[config.mk]
export PLATFORM = sky130hd
export DESIGN_NAME = stack_arbiter
export DESIGN_NICKNAME = d
export VERILOG_FILES = /design/src/rtl/stack_arbiter_pkg.sv /design/src/rtl/stack_arbiter_rr.sv /design/src/rtl/stack_arbiter.sv
export SDC_FILE = /design/constraint.sdc
export NUM_CORES = 1
export LEC_CHECK = 0
export BUFFER_PORTS_ARGS = -buffer_cell sky130_fd_sc_hd__buf_2
export CAP_MARGIN = 40
export CORE_UTILIZATION = 43
export DETAILED_ROUTE_END_ITERATION = 7
export PLACE_DENSITY = 0.8
export SETUP_SLACK_MARGIN = 0.4
export SLEW_MARGIN = 20
export SYNTH_ARGS = -nofsm -noshare
export SYNTH_HDL_FRONTEND = slang
export SYNTH_SLANG_ARGS = --single-unit
export TNS_END_PERCENT = 50
[constraint.sdc]
create_clock -name clk -period 1.8 [get_ports clk]
set_input_delay 0.36 -clock clk [delete_from_list [all_inputs] [get_ports clk]]
set_output_delay 0.36 -clock clk [all_outputs]
set_load 0.005 [all_outputs]
[src/rtl/stack_arbiter_pkg.sv]
// Shared types and constants for the two-port stack arbiter.
package stack_arbiter_pkg;

  typedef enum logic [1:0] {
    IDLE    = 2'd0,
    ISSUE   = 2'd1,
    CAPTURE = 2'd2,
    RESP    = 2'd3
  } state_t;

  localparam logic OP_PUSH = 1'b1;
  localparam logic OP_POP  = 1'b0;

  localparam logic PORT_A = 1'b0;
  localparam logic PORT_B = 1'b1;

  localparam int DEF_DATA_W = 16;
  localparam int DEF_DEPTH  = 8;

endpackage

[src/rtl/stack_arbiter_rr.sv]
// Two-way round-robin picker; on contention the port not granted last time wins.
module stack_arbiter_rr
  import stack_arbiter_pkg::*;
(
  input  logic req_a,
  input  logic req_b,
  input  logic last_grant,
  output logic grant_valid,
  output logic grant_sel
);

  always_comb begin
    grant_valid = req_a | req_b;
    grant_sel   = PORT_A;
    if (req_a && req_b) begin
      grant_sel = ~last_grant;
    end else if (req_b) begin
      grant_sel = PORT_B;
    end
  end

endmodule

[src/rtl/stack_arbiter.sv]
// Serialises push/pop requests from ports A and B onto one stack instance.
// Optional error counter output enabled by STACK_ARBITER_ERRCNT_EN.
module stack_arbiter
  import stack_arbiter_pkg::*;
#(
  parameter int DATA_W = DEF_DATA_W,
  parameter int DEPTH  = DEF_DEPTH,
  parameter int CNT_W  = 4
) (
  input  logic              clk,
  input  logic              reset,
  input  logic              a_req,
  input  logic              a_op,
  input  logic [DATA_W-1:0] a_wdata,
  output logic              a_ack,
  output logic              a_err,
  output logic [DATA_W-1:0] a_rdata,
  input  logic              b_req,
  input  logic              b_op,
  input  logic [DATA_W-1:0] b_wdata,
  output logic              b_ack,
  output logic              b_err,
  output logic [DATA_W-1:0] b_rdata,
  output logic              stk_push,
  output logic              stk_pop,
  output logic [DATA_W-1:0] stk_value_in,
  input  logic [DATA_W-1:0] stk_value_out,
  output logic [CNT_W-1:0]  count,
  output logic              full,
`ifdef STACK_ARBITER_ERRCNT_EN
  output logic [7:0]        err_count,
  output logic              empty
`else
  output logic              empty
`endif
);

  state_t              state_q;
  logic                last_grant_q;
  logic                sel_q;
  logic                op_q;
  logic                err_q;
  logic [DATA_W-1:0]   wdata_q;
  logic [CNT_W-1:0]    count_q;
  logic [DATA_W-1:0]   a_rdata_q;
  logic [DATA_W-1:0]   b_rdata_q;

  logic                grant_valid;
  logic                grant_sel;
  logic                g_op;
  logic [DATA_W-1:0]   g_wdata;
  logic                g_err;

  stack_arbiter_rr u_rr (
    .req_a       (a_req),
    .req_b       (b_req),
    .last_grant  (last_grant_q),
    .grant_valid (grant_valid),
    .grant_sel   (grant_sel)
  );

  assign full  = (count_q == CNT_W'(DEPTH));
  assign empty = (count_q == '0);
  assign count = count_q;

  always_comb begin
    g_op    = (grant_sel == PORT_A) ? a_op : b_op;
    g_wdata = (grant_sel == PORT_A) ? a_wdata : b_wdata;
    g_err   = (g_op == OP_PUSH) ? full : empty;
  end

  // Stack strobes and acks decode straight from state so an async reset drops them at once.
  assign stk_push     = (state_q == ISSUE) && (op_q == OP_PUSH);
  assign stk_pop      = (state_q == ISSUE) && (op_q == OP_POP);
  assign stk_value_in = stk_push ? wdata_q : '0;

  assign a_ack   = (state_q == RESP) && (sel_q == PORT_A);
  assign b_ack   = (state_q == RESP) && (sel_q == PORT_B);
  assign a_err   = a_ack & err_q;
  assign b_err   = b_ack & err_q;
  assign a_rdata = a_rdata_q;
  assign b_rdata = b_rdata_q;

  always_ff @(posedge clk or negedge reset) begin
    if (!reset) begin
      state_q      <= IDLE;
      last_grant_q <= PORT_B;
      sel_q        <= PORT_A;
      op_q         <= OP_POP;
      err_q        <= 1'b0;
      wdata_q      <= '0;
      count_q      <= '0;
      a_rdata_q    <= '0;
      b_rdata_q    <= '0;
    end else begin
      case (state_q)
        IDLE: begin
          if (grant_valid) begin
            sel_q        <= grant_sel;
            last_grant_q <= grant_sel;
            op_q         <= g_op;
            wdata_q      <= g_wdata;
            err_q        <= g_err;
            state_q      <= g_err ? RESP : ISSUE;
          end
        end
        ISSUE: begin
          if (op_q == OP_PUSH) begin
            count_q <= count_q + CNT_W'(1);
          end else begin
            count_q <= count_q - CNT_W'(1);
          end
          state_q <= CAPTURE;
        end
        CAPTURE: begin
          if (op_q == OP_POP) begin
            if (sel_q == PORT_A) begin
              a_rdata_q <= stk_value_out;
            end else begin
              b_rdata_q <= stk_value_out;
            end
          end
          state_q <= RESP;
        end
        RESP: begin
          state_q <= IDLE;
        end
        default: begin
          state_q <= IDLE;
        end
      endcase
    end
  end

`ifdef STACK_ARBITER_ERRCNT_EN
  logic [7:0] err_count_q;

  always_ff @(posedge clk or negedge reset) begin
    if (!reset) begin
      err_count_q <= '0;
    end else if ((state_q == RESP) && err_q && (err_count_q != 8'hFF)) begin
      err_count_q <= err_count_q + 8'd1;
    end
  end

  assign err_count = err_count_q;
`endif

endmodule

* Word level (Yosys, flattened, before mapping)
Cells that the tools add are included.
Word-level totals: input bits 54, flip-flop bits (word level) 58, output and inout port bits 60
Cells by class: reductions and logical operators 10, $add $sub $neg 2, muxes and demuxes 10, bitwise gates (word level) 6, eq/ne operators 5
Operator list (count):
- 2-to-1 mux 16 bit | 2
- one-hot mux 2 bit (4 select lines) | 1
- AND reduction 3 bit | 2
- logical AND 1 bit | 5
- adder 4 x 1 -> 4 bit (second input constant) | 1
- == test 2 bit (second input constant) | 2
- == test 4 bit (second input constant) | 1
- zero test 4 bit | 1
- 2-to-1 mux 1 bit | 4
- 2-to-1 mux 2 bit | 2
- 2-to-1 mux 4 bit | 1
- subtractor 4 x 1 -> 4 bit (second input constant) | 1
- NOT 1 bit | 3
- AND 1 bit | 2
- == test 2 x 1 -> 1 bit (second input constant) | 1
- zero test 2 bit | 1
- != test 2 bit (second input constant) | 1
- AND reduction 2 bit | 1
- OR 1 bit | 1

* Depth between registers and ports, before layout
depth after elaboration 7, gate-level depth with buffers 6

* By module
Synthesis repeated with hierarchy kept, for this count alone.
Second synthesis, totals: cell total of the unflattened synthesis 231, area total of the unflattened synthesis 2792.7 um^2
By module, submodules not included:
- stack_arbiter | area an instance 2778.9 um^2, cells each 229, seq. area each 1452.6 um^2, instances 1
- stack_arbiter_rr | area an instance 13.8 um^2, cells each 2, seq. area each 0.0 um^2, instances 1

* Worst setup path before layout
No wires, ideal clock.
path type reg-to-reg, from register op_q, to register count_q[3] (netlist: count[3]), arrival 1.731 ns, library setup time 0.126 ns, setup slack -0.057 ns, cell stages (with the launch flop) 7, period minus slack after synthesis 1.857 ns, path through dfrtp_1 > inv_1 > ha_1 > a21o_1 > a2111oi_2 > a31oi_1 > a311o_1
On the way: longest elaborated chain between the ends 1
RTL lines:
- start, declared | RTL line stack_arbiter.sv:41 | logic op_q;
- start signal, assigned | RTL line stack_arbiter.sv:101 | op_q <= g_op;
- 2-to-1 mux 4 bit | RTL line stack_arbiter.sv:108 | if (op_q == OP_PUSH) begin
- end signal, assigned | RTL line stack_arbiter.sv:109 | count_q <= count_q + CNT_W'(1);
- end signal, assigned | RTL line stack_arbiter.sv:111 | count_q <= count_q - CNT_W'(1);
- end, declared | RTL line stack_arbiter.sv:44 | logic [CNT_W-1:0] count_q;
Every way passes these cells. A chain may end at the register's enable or synchronous reset.

* Worst setup path in the final report
from register state_q[0], to output stk_pop
On the way: longest elaborated chain between the ends 2
RTL lines:
- start, declared | RTL line stack_arbiter.sv:38 | state_t state_q;
- start signal, assigned | RTL line stack_arbiter.sv:104 | state_q <= g_err ? RESP : ISSUE;
- == test 2 x 1 -> 1 bit | RTL line stack_arbiter.sv:74 | assign stk_pop = (state_q == ISSUE) && (op_q == OP_POP);
- logical AND 1 bit | RTL line stack_arbiter.sv:74
- end, declared | RTL line stack_arbiter.sv:25 | output logic stk_pop,
Every way passes these cells.

==> run_results.csv <==
group,metric,value,unit
status,status,"finished clean",
critical_path,crit_path_top_delay_cell,"dfrtp_1",
cells_and_area,antenna_cells,0,
synth,seq_area_frac_synth,53.6,%
sta,worstMarginPinSlew,0.654,ns
cts,clk_pin_slew,0.07,ns
synth,async_flop_share,100,%
global_routing,grt_pass1_vias,2247,
global_routing,grt_pass1_wl,11000,um
die,dieArea,6620,um2
cells_and_area,layout.cells.non_filler,441,
cts,cts-buffers-inserted,9,
place,io_buffer_count,113,
place,dpl-instance-area,3520,um2
cells_and_area,syn_to_final_growth,45.8,%
hold_path,hp-class,"primary input to async pin",
critical_path,r2r-end,"count[3]",
die,row_count,28,
synth,avgSynthCellArea,12.2,um2
synth,synth_top_family_by_area,"multiplexers",
place,place_ws,0.0906,ns
synth,synth_edf_count,0,
synth,synth.top_cell.area_share,52.7,%
synth,synthMuxAreaShare,20.0,%
cells_and_area,seq_area,1460,um2
route,routedWlPerCell,15.8,um
cts,hold_buffers,0,
synth,synth_nets,284,
die,core_area,5990,um2
synth,synth_area,2710,um2
critical_path,criticalPathCategory,"flop to output pin",
sta,drv_slew,0,
synth,ys_ff_latch,58,
sta,fin_skew,0.00767,ns
die,initial_core_util,45.2,%
critical_path,critPathRequiredTime,1.44,ns
power_and_ir_drop,ir_worst_vdd,0.00109,V
sta,fin_crit,1.72,ns
critical_path,rr_worst_depth,6,
global_routing,grt_antenna_before_repair,0,
synth,synth_area_leaders,"dfrtp_1 53%, mux2_2 14%, mux2i_1 6.3%, and3_1 3.9%, ha_1 3.2%",
global_routing,grt_use_total,22.6,%
place,globalplace.congestion,0.758,
synth,synth.most_common_cell,"dfrtp_1",
synth,ys_top_cells_by_count,"57 x dfrtp_1, 33 x mux2_2, 20 x nand2_1, 17 x and3_1, 17 x mux2i_1",
cells_and_area,fill_cells,479,
sta,period_share,95.4,%
cts,cts_root_buf,"clkbuf_8",
synth,synthAdderAreaFrac,3.97,%
sta,setup_slack,0.0820,ns
critical_path,cp_cell_sequence,"ha_4, inv_1, nor2_1, buf_2",
cts,cts_buffer_depth,2,
critical_path,r2r_setup_slack,0.08,ns
route,drc_errors,0,
critical_path,crit_path_end_kind,"output pin",
route,postRouteAntennaNets,0,
place,dp.final_hpwl,4560,um
cells_and_area,final_cell_area,3950,um2
flow_run,max_cap_viol_count,0,
sta,slew_headroom,56.4,%
critical_path,critPathLaunchType,"flop",
global_routing,grt_start_max_net_pins,34,
cts,insertion_delay,0.33,ns
synth,ys.flop_type,"dfrtp_1",
synth,yosysTopAreaCell,"dfrtp_1",
cts,cts.sinks,58,
synth,ys_types,36,
critical_path,critical-path-max-stage-delay,0.43,ns
synth,synth_xor_area_share,0.970,%
critical_path,timing.rr.start,"op_q",
sta,final_hold_viol_count,0,
critical_path,critPathArrivalTime,1.36,ns
cts,cts_tree,"built",
place,dp_cells,410,
synth,yosysWarnings,0,
critical_path,crit_fanout,5,
cells_and_area,final_nets,424,
synth,synthSimpleGateAreaFrac,11.3,%
power_and_ir_drop,p_per_area,1750,nW/um2
global_routing,grt_overflow,0,
sta,rsz0062_at_grt,"true",
route,vias_per_cell,5.20,
synth,synthCells,222,
route,vias,2291,
cells_and_area,layout-drive-gt1-share,57.9,%
cts,h-tree-depth,3,
sta,fmax,0.582,GHz
sta,fin_tns_setup,0,ns
power_and_ir_drop,p_leak,2.02,nW
die,die_h,81.4,um
route,drt_iter0_markers,55,
die,fp.dieW,81.4,um
cells_and_area,multi_input_area,1390,um2
sta,setup_viol,0,
synth,synth-compound-area-share,7.02,%
die,ios,114,
route,firstDrtPassIters,5,
sta,hold_slack,0.0424,ns
route,routed_wl,6980,um
-- sequential cells by signal (all words and copies together) (netlist names) --
| name | flops |
|---|---|
| a_rdata | 16 |
| b_rdata | 16 |
| wdata_q | 16 |
| count | 4 |
| state_q | 2 |
| err_q | 1 |
| last_grant_q | 1 |
| op_q | 1 |
| sel_q | 1 |
-- where the power goes --
group	switching, W	internal [W]	total (W)	leakage, nW
combinational	0.00149	0.00185	0.00335	1.22
clock	0.000511	0.000623	0.00113	0.0986
sequential	0.000460	0.00198	0.00244	0.694
-- per-stage QoR --
| stage | total power (W) | util (%) |
|---|---|---|
| after global placement | 0.00510 | 58.7 |
| after floorplan | 0.00413 | - |
| final | 0.00693 | 65.9 |
| after CTS | 0.00686 | 64.9 |
| after detailed placement | 0.00526 | 58.7 |
| after global routing | 0.00745 | 65.9 |
-- layer usage --
metal  global-route usage [%]  up-vias  share of wire, %
li1                         -     1071                 -
met1                     25.7     1119                41
met2                     39.9       95                51
met3                     6.52        6               7.1
met4                     8.21        0              0.63
met5                        0        -                 0
-- repair_timing --
action                                  CTS  global route
setup buffers                            10             3
pin swaps                                 6             1
hold endpoints to repair                  0             0
endpoints found under the setup margin   62            75
gates resized for setup                  15             3
cloned                                    2             1
-- cell usage in the layout, fill, tap and decap left out, types with 3 or more instances in the layout --
master / instances
and3_1: 17
ha_4: 5
mux2i_1: 17
a21oi_1: 5
mux2_4: 16
dfrtp_1: 55
inv_2: 3
buf_2: 113
nor2_1: 3
clkinv_2: 4
clkbuf_8: 9
o21ai_0: 16
buf_4: 20
nand2_1: 20
mux2_2: 17
buf_6: 3
-- cell type report --
class	count	share of cell area [%]
clock buffer	9	3.14
clock inverter	6	1.49
inverter	4	0.380
multi-input combinational	150	35.2
sequential	58	36.8
tap	75	2.38
timing repair buffer	139	20.6
-- kinds of logic (layout without fill, tap and decap cells) --
family          count (synthesis)  count (layout)
xor+xnor                        3               3
mux                            50              50
compound gates                 32              33
fa+ha+maj                       8               8
buf+inv                        16             158
simple gates                   55              56
flops                          58              58
-- worst max path at each step --
stage,from,to,slack [ns],cells past startpoint
floorplan,op_q,count[3],0.1,5
CTS,state_q[1],stk_value_in[8],0.06,5
finish,state_q[0],stk_pop,0.08,4
detailed placement,count[2],count[3],0.09,4
global route,state_q[1],stk_value_in[8],0.01,5
global placement,count[2],count[3],0.16,4
-- critical path, delay by kind of cell, from the launching register on --
kind | cells | cell delay [ns]
flops | 1 | 0.43
buf+inv | 2 | 0.32
fa+ha+maj | 1 | 0.20
simple gates | 1 | 0.08
Note: power is estimated with default switching activity, not from simulation.
